==> src/rtl/div_pkg.sv <==
// Shared encodings for the div_top scheduler: status codes, FSM states, default width.
package div_pkg;

    localparam int unsigned DIV_W = 10;

    localparam logic [1:0] ST_OK  = 2'b00;
    localparam logic [1:0] ST_DVZ = 2'b01;
    localparam logic [1:0] ST_OV  = 2'b10;
    localparam logic [1:0] ST_TMO = 2'b11;

    typedef enum logic [1:0] {
        S_IDLE  = 2'b00,
        S_ISSUE = 2'b01,
        S_WAIT  = 2'b10,
        S_RESP  = 2'b11
    } state_e;

endpackage

==> src/rtl/rr_arb2.sv <==
// Two-way round-robin arbiter: on a tie the requester other than last_grant wins.
module rr_arb2 (
    input  logic [1:0] valid_i,
    input  logic       allow_i,
    input  logic       last_grant_i,
    output logic [1:0] grant_o
);

    always_comb begin
        grant_o = 2'b00;
        if (allow_i) begin
            unique case (valid_i)
                2'b01:   grant_o = 2'b01;
                2'b10:   grant_o = 2'b10;
                2'b11:   grant_o = last_grant_i ? 2'b01 : 2'b10;
                default: grant_o = 2'b00;
            endcase
        end
    end

endmodule

==> src/rtl/div_sched.sv <==
// Shares one sequential div_top between two valid/ready requesters, with
// zero-divisor bypass, result classification and a WAIT timeout.
module div_sched
    import div_pkg::*;
#(
    parameter int unsigned W           = DIV_W,
    parameter int unsigned TIMEOUT_CYC = 63,
    parameter int unsigned ZERO_BYPASS = 1
) (
    input  logic         clk,
    input  logic         rst,
    input  logic         req0_valid,
    output logic         req0_ready,
    input  logic [W-1:0] req0_a,
    input  logic [W-1:0] req0_b,
    input  logic         req1_valid,
    output logic         req1_ready,
    input  logic [W-1:0] req1_a,
    input  logic [W-1:0] req1_b,
    output logic         rsp_valid,
    output logic         rsp_id,
    output logic [W-1:0] rsp_q,
    output logic [1:0]   rsp_status,
    output logic         sched_busy,
    output logic         div_start,
    output logic [W-1:0] div_a,
    output logic [W-1:0] div_b,
    input  logic [W-1:0] div_q,
    input  logic         div_busy,
    input  logic         div_valid,
    input  logic         div_ov,
    input  logic         div_dvz
);

    localparam int unsigned CNT_W = $clog2(TIMEOUT_CYC + 1);

    state_e         state_q, state_d;
    logic           last_grant_q, last_grant_d;
    logic           id_q, id_d;
    logic [W-1:0]   div_a_q, div_a_d;
    logic [W-1:0]   div_b_q, div_b_d;
    logic [W-1:0]   rsp_q_q, rsp_q_d;
    logic [1:0]     rsp_status_q, rsp_status_d;
    logic [CNT_W-1:0] wait_cnt_q, wait_cnt_d;
    logic           rsp_valid_q, div_start_q, sched_busy_q;

    logic [1:0]     grant;
    logic           allow;
    logic           hs;
    logic           done;
    logic [W-1:0]   sel_a, sel_b;

    // A divider left running across a reset must drain before the next grant.
    assign allow = rst && (state_q == S_IDLE) && !div_busy;

    rr_arb2 u_arb (
        .valid_i      ({req1_valid, req0_valid}),
        .allow_i      (allow),
        .last_grant_i (last_grant_q),
        .grant_o      (grant)
    );

    assign req0_ready = grant[0];
    assign req1_ready = grant[1];
    assign hs         = |grant;
    assign sel_a      = grant[1] ? req1_a : req0_a;
    assign sel_b      = grant[1] ? req1_b : req0_b;

    // First WAIT cycle is skipped so a stale valid from the last op is ignored.
    assign done = (wait_cnt_q != '0) && !div_busy && (div_valid || div_ov || div_dvz);

    always_comb begin
        state_d      = state_q;
        last_grant_d = last_grant_q;
        id_d         = id_q;
        div_a_d      = div_a_q;
        div_b_d      = div_b_q;
        rsp_q_d      = rsp_q_q;
        rsp_status_d = rsp_status_q;
        wait_cnt_d   = wait_cnt_q;
        unique case (state_q)
            S_IDLE: begin
                if (hs) begin
                    id_d         = grant[1];
                    last_grant_d = grant[1];
                    if ((ZERO_BYPASS != 0) && (sel_b == '0)) begin
                        rsp_status_d = ST_DVZ;
                        rsp_q_d      = '0;
                        state_d      = S_RESP;
                    end else begin
                        div_a_d = sel_a;
                        div_b_d = sel_b;
                        state_d = S_ISSUE;
                    end
                end
            end
            S_ISSUE: begin
                wait_cnt_d = '0;
                state_d    = S_WAIT;
            end
            S_WAIT: begin
                if (wait_cnt_q != CNT_W'(TIMEOUT_CYC)) begin
                    wait_cnt_d = wait_cnt_q + CNT_W'(1);
                end
                if (done) begin
                    if (div_dvz) begin
                        rsp_status_d = ST_DVZ;
                        rsp_q_d      = '0;
                    end else if (div_ov) begin
                        rsp_status_d = ST_OV;
                        rsp_q_d      = '0;
                    end else begin
                        rsp_status_d = ST_OK;
                        rsp_q_d      = div_q;
                    end
                    state_d = S_RESP;
                end else if (wait_cnt_q == CNT_W'(TIMEOUT_CYC)) begin
                    rsp_status_d = ST_TMO;
                    rsp_q_d      = '0;
                    state_d      = S_RESP;
                end
            end
            S_RESP: begin
                state_d = S_IDLE;
            end
            default: state_d = S_IDLE;
        endcase
    end

    always_ff @(posedge clk or negedge rst) begin
        if (!rst) begin
            state_q      <= S_IDLE;
            last_grant_q <= 1'b1;
            id_q         <= 1'b0;
            div_a_q      <= '0;
            div_b_q      <= '0;
            rsp_q_q      <= '0;
            rsp_status_q <= ST_OK;
            wait_cnt_q   <= '0;
            rsp_valid_q  <= 1'b0;
            div_start_q  <= 1'b0;
            sched_busy_q <= 1'b0;
        end else begin
            state_q      <= state_d;
            last_grant_q <= last_grant_d;
            id_q         <= id_d;
            div_a_q      <= div_a_d;
            div_b_q      <= div_b_d;
            rsp_q_q      <= rsp_q_d;
            rsp_status_q <= rsp_status_d;
            wait_cnt_q   <= wait_cnt_d;
            rsp_valid_q  <= (state_d == S_RESP);
            div_start_q  <= (state_d == S_ISSUE);
            sched_busy_q <= (state_d != S_IDLE);
        end
    end

    assign rsp_valid  = rsp_valid_q;
    assign rsp_id     = id_q;
    assign rsp_q      = rsp_q_q;
    assign rsp_status = rsp_status_q;
    assign sched_busy = sched_busy_q;
    assign div_start  = div_start_q;
    assign div_a      = div_a_q;
    assign div_b      = div_b_q;

endmodule

==> config.mk <==
export PLATFORM = sky130hd
export DESIGN_NAME = div_sched
export DESIGN_NICKNAME = d
export VERILOG_FILES = /design/src/rtl/div_pkg.sv /design/src/rtl/rr_arb2.sv /design/src/rtl/div_sched.sv
export SDC_FILE = /design/constraint.sdc
export NUM_CORES = 1
export LEC_CHECK = 0
export ABC_AREA = 1
export BUFFER_PORTS_ARGS = -buffer_cell sky130_fd_sc_hd__buf_4
export CORE_MARGIN = 8
export CORE_UTILIZATION = 49
export CTS_CLUSTER_DIAMETER = 40
export CTS_CLUSTER_SIZE = 40
export DETAILED_ROUTE_END_ITERATION = 6
export PLACE_DENSITY = 0.85
export SYNTH_ARGS = -nofsm -noshare
export SYNTH_HDL_FRONTEND = slang
export SYNTH_SLANG_ARGS = --single-unit
==> constraint.sdc <==
create_clock -name clk -period 2.5 [get_ports clk]
set_input_delay 0.125 -clock clk [delete_from_list [all_inputs] [get_ports clk]]
set_output_delay 0.125 -clock clk [all_outputs]
set_load 0.02 [all_outputs]
==> metrics, run 1 <==
status complete, no violations; Syn Std Cell Area 2480 um^2; CP Data Required Time 2700 ps; area share of the largest cell type after synthesis 44.4%; layout cells sized above 1 31.3%; DRC 0; Tcrit/Tclk final 92.1%; maximum number of pins on one net before global-route repair 46; Hold Path Stages 5; DR vias 2449; first-pass GRT wire length 11000 um; post-layout minimum cycle time 2300 ps; P&R area growth vs syn 36.9%; Multi-input gate area 1170 um^2; GRT overflow 0; Chip Width 87.1 um; Setup TNS 0 ps; number of antenna violations at the first check in global routing 0; vias in the first global route 2433; Post CTS Setup Buffer Count 0; Starting Density 49.8%; CTS HTree Levels 2; CP max stage cell dfrtp_1; clock buffer depth 2; stages on the worst setup path 13; Critical Path Sink Type register; CTS tree yes; #FFs+latches synth 45; clock sink count 45; Net count, final 485; Final GP Congestion 0.842; # Max-Cap Violations 0; Skew-Pair Late Insertion Delay 300 ps; Mapped Cells 327; GRT Util Overall 18.2%; Worst path top cell family by delay simple AND/OR/NAND/NOR gates; crit-path cells inv_1 > ha_1 > nand2_2 > nor2_4 > nand3_1 > nand2_1 > nand2_1 > nor2_1 > nand3_2 > nand2_4 > clkinvlp_4 > nand2_1 > nand2_1; input/output buffers 95; Lkg Pwr 1.87 nW; post-synthesis sequential area ratio 45.5%; WS Path Type reg2reg; antenna-violating nets left 0; chip height 87.1 um; Max rail drop VDD 0.714 mV; Core Area 4980 um^2; Worst EP arrival 2500 ps; Synthesis Warnings 0; area leader, netlist dfrtp_1; TritonCTS buffer count 5; die area 7590 um^2; Root Driver clkbuf_8; drt pass-1 iters 4; drt initial violations 119; max frequency 0.434 GHz; Min-Delay Path Class in2reg; top post-synthesis cells by area dfrtp_1 (44%), nand2_1 (19%), nand3_1 (5.7%); FP Rows 26; Worst-path clk slew 80 ps; I/O pin total 96; setup slack at placement 133 ps; CP max stage delay 400 ps; Power Density 1010 nW/um^2; Post-Route WL 6810 um; HPWL after detailed placement 5100 um; Worst Setup Slack, final 197 ps; syn_area_per_cell 7.58 um^2; CP dominant cell by count nand2_1; Worst Tran Pin Value 566 ps; Worst R2R Path Depth 13; startpoint types register; CP Buf/Inv Count 2; RSZ-0062 raised after global routing no; wire per inst 13.8 um; Mapped Nets 391; FF-to-FF setup slack 200 ps; crit-path max FO 10; max_slew headroom 62.2%; Slew Limit Fails 0; # setup viols final 0; final setup skew 6.66 ps; post-DR vias/cell 4.98; Ant. Diodes 0; Final Hold Fails 0; Layout fillers 426; synth unique cells 25; register area 1130 um^2
## worst register-to-register path: cells and delay by family, from the launching register on
kind                       cells  cell delay [ps]
DFF                            1              400
buffers and inverters          2              310
and+or+nand+nor               10             1250
adders and majority gates      1              240
## worst paths after layout
path,to,startpoint
max,div_a[7],state_q[0]
min,div_a[6],req1_a[6]
max reg2reg,div_a[7],state_q[0]
min reg2reg,rsp_q[6],rsp_q[6]
max in group asynchronous,wait_cnt_q[3],rst
min in group asynchronous,div_b[5],rst
## metal layers
metal	wire length (um)	share of wire, %	GRT usage, %
met5	0	0	0
met4	208	3.1	8.91
met3	345	5.1	4.62
met2	3500	51	31.6
met1	2750	40	20.3
## power breakdown
group,total (mW),internal [mW],switching (mW)
Combinational,1.66,0.653,1.01
Sequential,1.20,1.01,0.184
Clock,0.573,0.326,0.247
Total,3.43,1.99,1.44
## area by class of cell
cell class	count	share of cell area [%]
clock buffer	7	2.55
clock inverter	1	0.886
inverter	27	3.10
multi-input combinational	240	34.6
sequential	45	33.2
tap	70	2.58
timing repair buffer	101	22.8
timing repair inverter	1	0.221
## synthesized netlist by cell type
master    instances
nand3_2           1
and3_1            2
dfrtp_1          44
a21oi_1           8
o21ai_0          16
nor2_1            9
a21oi_4           1
clkbuf_1          7
buf_2             5
buf_12            1
buf_6             2
inv_1            27
nand3b_1          8
dfstp_2           1
nand2_1         127
nand2_2          15
nor2_4            1
nor3_1           12
nor2_2            1
o22ai_1           1
nand3_1          28
nand2_4           1
ha_1              6
nand4_1           2
xor2_1            1
## logic make-up (layout without fill, tap and decap cells)
group / after synthesis / in the layout / share of synthesized area (%)
buffers and inverters: 42 / 137 / 7.88
AO/OA/AOI/OAI: 26 / 26 / 5.76
XOR/XNOR: 1 / 1 / 0.354
adder cells (fa/ha/maj): 6 / 6 / 3.03
flip-flops: 45 / 45 / 45.5
AND/OR/NAND/NOR: 207 / 207 / 37.5
## through the flow
| stage | instances | instance area [um^2] | total power, mW | util, % | hold slack (ps) |
|---|---|---|---|---|---|
| finish | 492 | 3390 | 3.43 | 68.1 | 109 |
| global route | 492 | 3390 | 3.67 | 68.1 | 120 |
| CTS | 491 | 3360 | 3.44 | 67.5 | 103 |
| detailed placement | 482 | 3230 | 2.85 | 65.0 | 274 |
| global placement | 482 | 3230 | 2.80 | 65.0 | 269 |
| floorplan | 327 | 2480 | 2.20 | - | -171 |
## cells in the final DEF (no fill, tap or decap)
cell / synthesis / routed
nand2_1: 127 / 125
clkbuf_1: 7 / 1
nand2_4: 1 / 1
dfstp_2: 1 / 1
nor2_1: 9 / 9
o21ai_0: 16 / 16
nand3_1: 28 / 28
xor2_1: 1 / 1
and3_1: 2 / 2
nand3_2: 1 / 1
dlygate4sd3_1: 0 / 1
clkbuf_8: 0 / 6
ha_1: 6 / 6
a21oi_1: 8 / 8
buf_4: 0 / 99
nand3b_1: 8 / 8
nand2_8: 0 / 1
a21oi_4: 1 / 1
nand2_2: 15 / 16
inv_1: 27 / 26
nand4_1: 2 / 2
nor2_4: 1 / 1
buf_12: 1 / 1
nor2_2: 1 / 1
clkinvlp_4: 0 / 2
nor3_1: 12 / 12
dfrtp_1: 44 / 44
o22ai_1: 1 / 1
bufinv_16: 0 / 1
## sequential cells by signal, indices dropped and copies added, names as in the netlist
signal and flops:
last_grant_q 1, sched_busy 1, rsp_valid 1, wait_cnt_q 6, rsp_q 10, rsp_id 1
div_a 10, div_b 10, div_start 1, state_q 2, rsp_status 2
## what timing repair did
| action | CTS | global route |
|---|---|---|
| hold endpoints to repair | 44 | 0 |
| setup endpoints to repair | 0 | 29 |
| hold buffers | 1 | 0 |
| gates resized for setup | 0 | 6 |
(Power assumes the default switching activity.)
==> run 2: changes to the inputs <==
--- a/config.mk
+++ b/config.mk
@@ -5,14 +5,14 @@
 export SDC_FILE = /design/constraint.sdc
 export NUM_CORES = 1
 export LEC_CHECK = 0
-export ABC_AREA = 1
 export BUFFER_PORTS_ARGS = -buffer_cell sky130_fd_sc_hd__buf_4
 export CORE_MARGIN = 8
 export CORE_UTILIZATION = 49
+export CTS_BUF_LIST = sky130_fd_sc_hd__clkbuf_4
 export CTS_CLUSTER_DIAMETER = 40
 export CTS_CLUSTER_SIZE = 40
 export DETAILED_ROUTE_END_ITERATION = 6
-export PLACE_DENSITY = 0.85
+export PLACE_DENSITY = 0.87
 export SYNTH_ARGS = -nofsm -noshare
 export SYNTH_HDL_FRONTEND = slang
 export SYNTH_SLANG_ARGS = --single-unit
==> metrics, run 2 <==
status complete, no violations; CTS resizes 0; P&R area growth vs syn 41.6%; Critical Path Sink Type register; Post-synth EDFFs 0; max_slew headroom 58.2%; Tcrit/Tclk final 86.4%; Lkg Pwr 1.76 nW; Net count, final 402; highest-count cells in the layout ignoring fill and taps buf_4 (99), dfrtp_1 (44), nand2_1 (40); dpl cells 374; layout cells sized above 1 33.9%; area leader, netlist dfrtp_1; Worst EP arrival 2450 ps; syn_area_per_cell 9.84 um^2; maximum number of pins on one net before global-route repair 47; Ant. Diodes 0; Slew Limit Fails 0; most frequent cell after synthesis dfrtp_1; DRC 0; DR vias 2093; TritonCTS buffer count 5; HPWL after detailed placement 4820 um; CTS HTree Levels 2; Power Density 1040 nW/um^2; GRT Util Overall 17.8%; Final Hold Fails 0; fraction of registers with async set/reset 100%; max frequency 0.463 GHz; Worst-path clk slew 130 ps; Final GP Congestion 0.801; Synthesis Warnings 0; Setup TNS 0 ps; Mapped Cells 230; post-layout minimum cycle time 2160 ps; Post-CTS Hold Fix Bufs 8; GRT overflow 0; post-synthesis sequential area ratio 49.8%; crit-path cells inv_1 > ha_1 > inv_1 > a31oi_1 > a22oi_2 > o211ai_2 > buf_4 > mux2i_1; startpoint types register; Worst Tran Pin Value 624 ps; I/O pin total 96; drt initial violations 93; antenna-violating nets left 0; WS Path Type reg2reg; synth unique cells 35; first-pass GRT wire length 10400 um; Commonest cells post-synth dfrtp_1 (44), nand2_1 (40), mux2i_1 (30), o21ai_0 (24), inv_1 (23); Skew-Pair Late Insertion Delay 360 ps; clock buffer depth 2; number of antenna violations at the first check in global routing 0; drt pass-1 iters 4; crit-path max FO 11; CP max stage cell dfrtp_1; vias in the first global route 2207; Starting Density 51.3%; commonest non-fill, non-tap cell in the layout buf_4; Root Driver clkbuf_4; Min-Delay Path Class in2reg; Mapped Nets 294; #FFs+latches synth 45; Max rail drop VDD 0.453 mV; Core Area 4410 um^2; WHS 4.74 ps; post-layout instance count excluding filler cells 391; die area 7050 um^2; Overall Power 3.34 mW; top_reg_cell synth dfrtp_1; Final Util 72.6%; Syn Std Cell Area 2260 um^2; top post-synthesis cells by area dfrtp_1 (49%), mux2i_1 (13%), nand2_1 (6.6%); CTS tree yes; CP dominant cell by count inv_1; post-DR vias/cell 5.35; # setup viols final 0; CP max stage delay 420 ps; Chip Width 84.0 um; # Max-Cap Violations 0; Post-Route WL 6480 um; Layout fillers 308; input/output buffers 95; chip height 84.0 um; area share of the largest cell type after synthesis 48.6%; final setup skew 16.7 ps; wire per inst 16.6 um; RSZ-0062 raised after global routing no; FP Rows 24; clock sink count 45; Post CTS Setup Buffer Count 0; CP Data Required Time 2790 ps
-- run 2: cell types whose count changed after synthesis, moves of 5 or more --
cell	before	now
clkbuf_1	7	1
mux2i_1	0	30
nand2_1	127	40
nand2_2	15	0
nand3_1	28	7
nand3b_1	8	0
nor3_1	12	2
nor4_1	0	5
o21ai_0	16	24
-- run 2: kinds of logic after synthesis --
| logic type | after synthesis | share of synthesized area [%] |
|---|---|---|
| adders and majority gates | 6 | 3.32 |
| buffers and inverters | 30 | 5.69 |
| muxes | 31 | 13.8 |
| DFF | 45 | 49.8 |
| xor gates and xnor gates | 3 | 1.16 |
| and+or+nand+nor | 72 | 14.5 |
| AOI/OAI and AO/OA | 43 | 11.8 |
-- run 2: layout make-up --
cell class	count	area, um^2	share of cell area, %
flip-flops and latches	45	1130	35.2
multi-input cells	155	1010	31.6
repair buffers	108	833	26.0
inverters	23	86.3	2.69
well taps	52	65.1	2.03
clock buffers	6	45.0	1.41
clock inverters	2	35.0	1.09
-- run 2: metrics by stage --
stage               worst slack [ps]  cell area, um^2
floorplan                        474             2260
detailed placement               455             3030
global route                     147             3200
finish                           341             3200
CTS                              372             3190
global placement                 560             3030
-- run 2: report_power, final --
part / total [mW] / internal [mW] / switching (mW)
Sequential: 1.21 / 1.03 / 0.176
Combinational: 1.68 / 0.706 / 0.977
Clock: 0.455 / 0.221 / 0.234
-- run 2: critical path: cells and delay by family, from the launching register on --
family | cells | cell delay, ps
adders and majority gates | 1 | 320
buffers and inverters | 3 | 520
DFF | 1 | 420
AOI/OAI and AO/OA | 3 | 620
muxes | 1 | 210
-- run 2: worst paths after layout --
path	from	to	slack, ps	depth (start not counted)
setup / recovery	state_q[0]	rsp_q[6]	340	8
hold / removal	div_q[3]	rsp_q[3]	5	3
setup reg to reg	state_q[0]	rsp_q[6]	340	8
hold reg to reg	last_grant_q	last_grant_q	470	2
max in group asynchronous	rst	div_b[7]	1670	3
min in group asynchronous	rst	div_b[9]	430	3
-- run 2: routing by layer --
layer	track usage, %	routed length [um]
met2	33.1	3500
met3	4.79	391
met5	0	0
met4	6.75	176
met1	18.4	2410
